[src/rtl/tmds_pkg.sv]
`default_nettype none
// =====================================================================
// tmds_pkg : TMDS control tokens, decoder FSM states and helpers.  Rev 1.0
// =====================================================================
package tmds_pkg;

   localparam logic [9:0] TOKEN_00 = 10'b1101010100;
   localparam logic [9:0] TOKEN_01 = 10'b0010101011;
   localparam logic [9:0] TOKEN_10 = 10'b0101010100;
   localparam logic [9:0] TOKEN_11 = 10'b1010101011;

   typedef enum logic [1:0] {
      SEARCH = 2'd0,
      SLIP   = 2'd1,
      LOCKED = 2'd2
   } dec_state_t;

   function automatic logic [9:0] ctrl_to_token(input logic [1:0] c);
      case (c)
         2'b00:   return TOKEN_00;
         2'b01:   return TOKEN_01;
         2'b10:   return TOKEN_10;
         default: return TOKEN_11;
      endcase
   endfunction

   function automatic logic [3:0] popcount8(input logic [7:0] v);
      logic [3:0] n;
      n = 4'd0;
      for (int i = 0; i < 8; i++)
         n = n + {3'b000, v[i]};
      return n;
   endfunction

endpackage
`default_nettype wire

[src/rtl/tmds_decoder_if.sv]
`default_nettype none
// =====================================================================
// tmds_decoder_if : deserializer word in, decoded symbol out.  Rev 1.0
// =====================================================================
interface tmds_decoder_if;
   logic [9:0] din;
   logic [7:0] dout;
   logic [1:0] ctrl;
   logic       de;
   logic       locked;
   logic [3:0] offset;
   logic       err;

   modport master (output din, input dout, ctrl, de, locked, offset, err);
   modport slave  (input din, output dout, ctrl, de, locked, offset, err);
endinterface
`default_nettype wire

[src/rtl/tmds_word_align.sv]
`default_nettype none
// =====================================================================
// tmds_word_align : extracts a 10-bit symbol at a bit offset from two words.  Rev 1.0
// =====================================================================
module tmds_word_align (
   input  logic       clk,
   input  logic       Reset,
   input  logic [9:0] din,
   input  logic [3:0] offset,
   output logic [9:0] w
);
   logic [9:0]  din_prev;
   logic [19:0] window;

   // Earlier word sits in the low half, so bit 0 of the window is earliest on the wire.
   assign window = {din, din_prev};

   always_ff @(posedge clk or posedge Reset) begin
      if (Reset) begin
         din_prev <= '0;
         w        <= '0;
      end else begin
         din_prev <= din;
         w        <= 10'(window >> offset);
      end
   end
endmodule
`default_nettype wire

[src/rtl/tmds_decoder.sv]
`default_nettype none
// =====================================================================
// tmds_decoder : TMDS channel decoder with token-based symbol lock.
// Define TMDS_DEC_ERR_EN to add the data encoding-rule check.  Rev 1.0
// =====================================================================
module tmds_decoder
   import tmds_pkg::*;
#(
   parameter int SEARCH_WIN  = 4096,
   parameter int LOCK_TOKENS = 8
) (
   input  logic           clk,
   input  logic           Reset,
   tmds_decoder_if.slave  bus
);
   localparam int            CW       = $clog2(SEARCH_WIN + 1);
   localparam logic [CW-1:0] WIN_MAX  = CW'(SEARCH_WIN);
   localparam logic [CW-1:0] LOCK_MAX = CW'(LOCK_TOKENS);

   dec_state_t    state, state_next;
   logic [CW-1:0] tok_run, win_cnt;
   logic [3:0]    offset;
   logic [9:0]    w;
   logic [7:0]    d, dec;
   logic          is_tok;
   logic [1:0]    tok_ctrl;
   logic          err_hit;
   logic [7:0]    dout;
   logic [1:0]    ctrl;
   logic          de, err;

   tmds_word_align u_align (
      .clk    (clk),
      .Reset  (Reset),
      .din    (bus.din),
      .offset (offset),
      .w      (w)
   );

   always_comb begin
      is_tok   = 1'b0;
      tok_ctrl = 2'b00;
      for (int c = 0; c < 4; c++) begin
         if (w == ctrl_to_token(2'(c))) begin
            is_tok   = 1'b1;
            tok_ctrl = 2'(c);
         end
      end
   end

   always_comb begin
      d      = w[9] ? ~w[7:0] : w[7:0];
      dec    = '0;
      dec[0] = d[0];
      for (int i = 1; i < 8; i++)
         dec[i] = w[8] ? (d[i] ^ d[i-1]) : ~(d[i] ^ d[i-1]);
   end

   always_ff @(posedge clk or posedge Reset) begin
      if (Reset) state <= SEARCH;
      else       state <= state_next;
   end

   // Lock takes priority over an expiring search window.
   always_comb begin
      state_next = state;
      case (state)
         SEARCH: begin
            if (tok_run >= LOCK_MAX)     state_next = LOCKED;
            else if (win_cnt >= WIN_MAX) state_next = SLIP;
         end
         SLIP:   state_next = SEARCH;
         LOCKED: begin
            if (win_cnt >= WIN_MAX) state_next = SLIP;
         end
         default: state_next = SEARCH;
      endcase
   end

   always_ff @(posedge clk or posedge Reset) begin
      if (Reset) begin
         tok_run <= '0;
         win_cnt <= '0;
         offset  <= 4'd0;
      end else if (state == SLIP) begin
         tok_run <= '0;
         win_cnt <= '0;
         offset  <= (offset == 4'd9) ? 4'd0 : offset + 4'd1;
      end else if (is_tok) begin
         win_cnt <= '0;
         if (tok_run != '1) tok_run <= tok_run + 1'b1;
      end else begin
         tok_run <= '0;
         if (win_cnt != '1) win_cnt <= win_cnt + 1'b1;
      end
   end

`ifdef TMDS_DEC_ERR_EN
   logic [3:0]  ones;
   logic        exp_w8;
   logic [15:0] err_cnt;

   // Re-run the encoder's XOR/XNOR choice on the decoded byte and compare with the sent flag.
   assign ones    = popcount8(dec);
   assign exp_w8  = ~((ones > 4'd4) || (ones == 4'd4 && !dec[0]));
   assign err_hit = (state == LOCKED) && !is_tok && (exp_w8 != w[8]);

   always_ff @(posedge clk or posedge Reset) begin
      if (Reset)                          err_cnt <= '0;
      else if (state == SLIP)             err_cnt <= '0;
      else if (err_hit && err_cnt != '1)  err_cnt <= err_cnt + 16'd1;
   end
`else
   assign err_hit = 1'b0;
`endif

   always_ff @(posedge clk or posedge Reset) begin
      if (Reset) begin
         dout <= '0;
         ctrl <= '0;
         de   <= 1'b0;
         err  <= 1'b0;
      end else if (state == LOCKED) begin
         err <= err_hit;
         if (is_tok) begin
            de   <= 1'b0;
            dout <= '0;
            ctrl <= tok_ctrl;
         end else begin
            de   <= 1'b1;
            dout <= dec;
         end
      end else begin
         dout <= '0;
         ctrl <= '0;
         de   <= 1'b0;
         err  <= 1'b0;
      end
   end

   assign bus.dout   = dout;
   assign bus.ctrl   = ctrl;
   assign bus.de     = de;
   assign bus.err    = err;
   assign bus.locked = (state == LOCKED);
   assign bus.offset = offset;
endmodule
`default_nettype wire

[src/flat_wrapper.sv]
// flat-port wrapper written by rule: the top's interface ports become plain ports
module tmds_decoder_flat import tmds_pkg::*;
#(
   parameter int SEARCH_WIN  = 4096,
   parameter int LOCK_TOKENS = 8
)
  (clk, Reset, bus_din, bus_dout, bus_ctrl, bus_de, bus_locked, bus_offset, bus_err);
  tmds_decoder_if bus_i ();
  input  logic clk;
  input  logic Reset;
  input wire logic [$bits(bus_i.din)-1:0] bus_din;
  output wire logic [$bits(bus_i.dout)-1:0] bus_dout;
  output wire logic [$bits(bus_i.ctrl)-1:0] bus_ctrl;
  output wire logic [$bits(bus_i.de)-1:0] bus_de;
  output wire logic [$bits(bus_i.locked)-1:0] bus_locked;
  output wire logic [$bits(bus_i.offset)-1:0] bus_offset;
  output wire logic [$bits(bus_i.err)-1:0] bus_err;
  assign bus_i.din = bus_din;
  assign bus_dout = bus_i.dout;
  assign bus_ctrl = bus_i.ctrl;
  assign bus_de = bus_i.de;
  assign bus_locked = bus_i.locked;
  assign bus_offset = bus_i.offset;
  assign bus_err = bus_i.err;
  tmds_decoder #(.SEARCH_WIN(SEARCH_WIN), .LOCK_TOKENS(LOCK_TOKENS)) u_core (.clk(clk), .Reset(Reset), .bus(bus_i));
endmodule
[config.mk]
export PLATFORM = sky130hd
export DESIGN_NAME = tmds_decoder_flat
export DESIGN_NICKNAME = d
export VERILOG_FILES = /design/src/rtl/tmds_pkg.sv /design/src/rtl/tmds_decoder_if.sv /design/src/rtl/tmds_word_align.sv /design/src/rtl/tmds_decoder.sv /design/src/flat_wrapper.sv
export SDC_FILE = /design/constraint.sdc
export NUM_CORES = 1
export LEC_CHECK = 0
export CAP_MARGIN = 0
export CORE_MARGIN = 5
export CORE_UTILIZATION = 46
export DETAILED_ROUTE_END_ITERATION = 6
export GPL_ROUTABILITY_DRIVEN = 0
export GPL_TIMING_DRIVEN = 1
export HOLD_SLACK_MARGIN = 0.03
export PLACE_DENSITY = 0.66
export SYNTH_ARGS = -nofsm -noshare
export SYNTH_HDL_FRONTEND = slang
export SYNTH_SLANG_ARGS = --single-unit
[constraint.sdc]
create_clock -name clk -period 3.2 [get_ports clk]
set_input_delay 0.48 -clock clk [delete_from_list [all_inputs] [get_ports clk]]
set_output_delay 0.48 -clock clk [all_outputs]
set_load 0.05 [all_outputs]
==> impl_metrics.json <==
{
  "critPathMaxStageDelay_ns": 0.91,
  "finalNetCount": 400,
  "netlist_instances": 347,
  "cts_tree": "done",
  "cp_slowest_cell": "clkdlybuf4s50_1",
  "cts_setup_buffers": 0,
  "synth_fa_ha_area_frac": 0.03849,
  "synthXorXnorAreaFrac": 0.04899,
  "slew_viol_final": 0,
  "syn_avg_cell_area_um2": 10.31,
  "synth_mux_area_frac": 0.1578,
  "synth_compound_area_frac": 0.09587,
  "cp_max_fo": 10,
  "cts_root_buffer": "clkbuf_8",
  "wl_per_cell_um": 14.97,
  "worst-setup-path-type": "flop to output pin",
  "yosys.area_share.simple": 0.1753,
  "die_area_um2": 9637,
  "hpwl_um": 5251,
  "grt.total_usage": 0.1638,
  "diodes": 0,
  "initial_utilization": 0.4676,
  "crit_buf_inv": 1,
  "fin_skew_ns": 0.008286,
  "cts_hold_buf": 0,
  "fmax_ghz": 0.4180,
  "grt_overflow": 0,
  "synth_top_family_by_area": "simple AND/OR/NAND/NOR gates",
  "fin_tns_setup_ns": 0,
  "period_share": 0.7476,
  "dp.cells": 468,
  "core.rowCount": 32,
  "power.leakage_nw": 1.705,
  "clock-sinks": 63,
  "peakVddDrop_v": 0.0001829,
  "fin_cells": 481,
  "io_pins": 29,
  "syn_to_final_growth_pct": 15.43,
  "grt_pass1_wl_um": 12680,
  "viasPerCell": 5.468,
  "ant_nets": 0,
  "core_area_um2": 7647,
  "totalWireLength_um": 7202,
  "rsz0062_at_grt": "false",
  "endpoint_kind": "output pin",
  "netlist_area_um2": 3576,
  "power.total_mw": 1.780,
  "worstPathCellList": "clkdlybuf4s50_1",
  "postLayoutCoreUtil": 0.5398,
  "clockBufferDepth": 2,
  "outcome": "completed",
  "drc": 0,
  "hp-class": "flop to flop",
  "ys.flop_type": "dfrtp_1",
  "yosysWarnings": 0,
  "async_reset_ff_frac": 1.000,
  "ctsResizeCount": 0,
  "clk_latency_ns": 0.34,
  "grt_pass1_vias": 2618,
  "tightest_slew_ns": 0.5685,
  "max_cap_violations": 0,
  "ys_seq_elements": 63,
  "fin_crit_ns": 2.392,
  "synth_nets": 370,
  "startpoint_type": "flop",
  "hold_viol_final": 0,
  "worstPathRequired_ns": 2.72,
  "io_buffers": 27,
  "synth_enable_flop_cells": 0,
  "vias": 2630,
  "dr.pass1.iters": 4,
  "yosysUniqueCellTypes": 45,
  "h-tree-depth": 3,
  "power.density_nw_per_um2": 431.2,
  "cts_buffers": 9,
  "slew_headroom": 0.6204,
  "drive_gt1_frac": 0.1029,
  "n_fill_cell": 674,
  "antenna_found_initial": 0,
  "die_h_um": 98.17,
  "drt-initial-drc-count": 182,
  "path_clk_slew_ns": 0.06,
  "grt_max_degree": 26,
  "seq_area_frac_synth": 0.4409,
  "arrival_ns": 1.91,
  "critical_path.top_delay_family": "buffers and inverters",
  "die_w_um": 98.17,
  "setup_viol": 0
}
-- flip-flops by register name, summed over array words and instances (netlist names) --
| signal | flops |
|---|---|
| u_core.tok_run | 13 |
| u_core.win_cnt | 13 |
| u_core.u_align.din_prev | 10 |
| u_core.u_align.w | 10 |
| u_core.bus.dout | 8 |
| u_core.bus.offset | 4 |
| u_core.bus.ctrl | 2 |
| u_core.state | 2 |
| u_core.bus.de | 1 |
-- layout by cell type, fill, tap and decap left out, types with 2 or more instances in the layout --
| master | count |
|---|---|
| dfrtp_1 | 63 |
| buf_4 | 5 |
| a22oi_1 | 5 |
| mux4_2 | 13 |
| ha_1 | 11 |
| a31oi_1 | 4 |
| nand2b_1 | 4 |
| nor2b_1 | 4 |
| o211ai_1 | 3 |
| nor3_1 | 10 |
| clkbuf_8 | 12 |
| clkdlybuf4s50_1 | 27 |
| mux2i_1 | 26 |
| nor4_1 | 5 |
| xor2_1 | 5 |
| and4_1 | 3 |
| nand2_1 | 29 |
| and2_1 | 2 |
| a211oi_1 | 4 |
| and3_1 | 4 |
| or3_1 | 4 |
| inv_1 | 19 |
| a21oi_1 | 15 |
| or4_1 | 2 |
| nand4_1 | 4 |
| nand4_2 | 2 |
| xnor2_1 | 15 |
| o21ai_0 | 13 |
| nor2_1 | 33 |
| nand3_1 | 16 |
-- cells by family (layout without fill, tap and decap cells) --
group           count (synthesis)  count (layout)
simple gates                  124             124
flops                          63              63
compound gates                 54              54
mux                            40              40
buf+inv                        34              66
xor+xnor                       20              20
fa+ha+maj                      11              11
other cells                     1               1
-- cells in the mapped netlist (all sizes together), types with 2 or more instances --
cell	number	area [um2]
a22oi	5	37.54
dfrtp	63	1577
nand3	16	80.08
o41ai	2	25.03
or3	4	25.02
o21ai	14	70.06
nand2b	4	25.02
a31oi	4	25.02
mux2i	26	260.3
and3	4	25.02
nand2	29	108.9
inv	20	75.07
and4	3	26.28
clkbuf	4	15.01
nor4	6	52.55
nor3	10	50.05
mux4	13	292.8
ha	11	137.6
xnor2	15	131.4
a21oi	15	75.07
or4	2	15.01
xor2	5	43.79
and2	2	12.51
a211oi	4	30.03
o211ai	3	22.52
buf	10	58.80
nor2	33	123.9
nor2b	4	25.02
nand4	6	50.04
-- worst paths after layout --
kind	from	endpoint	slack [ns]	cells past startpoint
max	u_core.bus.offset[0]	bus_offset[0]	0.81	1
min	u_core.state[0]	u_core.state[1]	0.50	1
max reg2reg	u_core.tok_run[0]	u_core.tok_run[1]	1.18	5
min reg2reg	u_core.state[0]	u_core.state[1]	0.50	1
max in group asynchronous	Reset	u_core.tok_run[4]	1.98	3
min in group asynchronous	Reset	u_core.win_cnt[6]	0.52	2
-- through the flow --
step | hold WS [ns] | worst slack, ns | cell area [um2]
finish | 0.5026 | 0.8078 | 4128
global route | 0.5411 | 0.6719 | 4128
CTS | 0.5009 | 0.7625 | 4128
detailed placement | 0.4889 | 1.087 | 3958
global placement | 0.4790 | 1.142 | 3958
floorplan | 0.4509 | 1.150 | 3576
-- report_power, final --
group	switching, mW	internal (mW)	leakage (nW)
sequential	0.0773	0.854	0.817
clock	0.275	0.330	0.0902
combinational	0.131	0.112	0.798
total	0.483	1.30	1.70
-- area by class of cell --
type,count,area [um2],share of cell area
clock buffers,12,165.2,0.04001
clock inverters,1,5.005,0.001212
inverters,20,75.07,0.01819
multi-input cells,250,1851,0.4483
flip-flops and latches,63,1577,0.3819
well taps,102,127.6,0.03092
repair buffers,33,327.8,0.07942
-- routing by layer --
| metal | vias to the layer above | wire (um) | global-route usage |
|---|---|---|---|
| li1 | 1306 | - | - |
| met1 | 1260 | 3466 | 0.2208 |
| met2 | 56 | 3260 | 0.2492 |
| met3 | 8 | 360 | 0.05571 |
| met4 | 0 | 115 | 0.05462 |
| met5 | - | 0 | 0 |
Power figures use the tool's default switching activity.
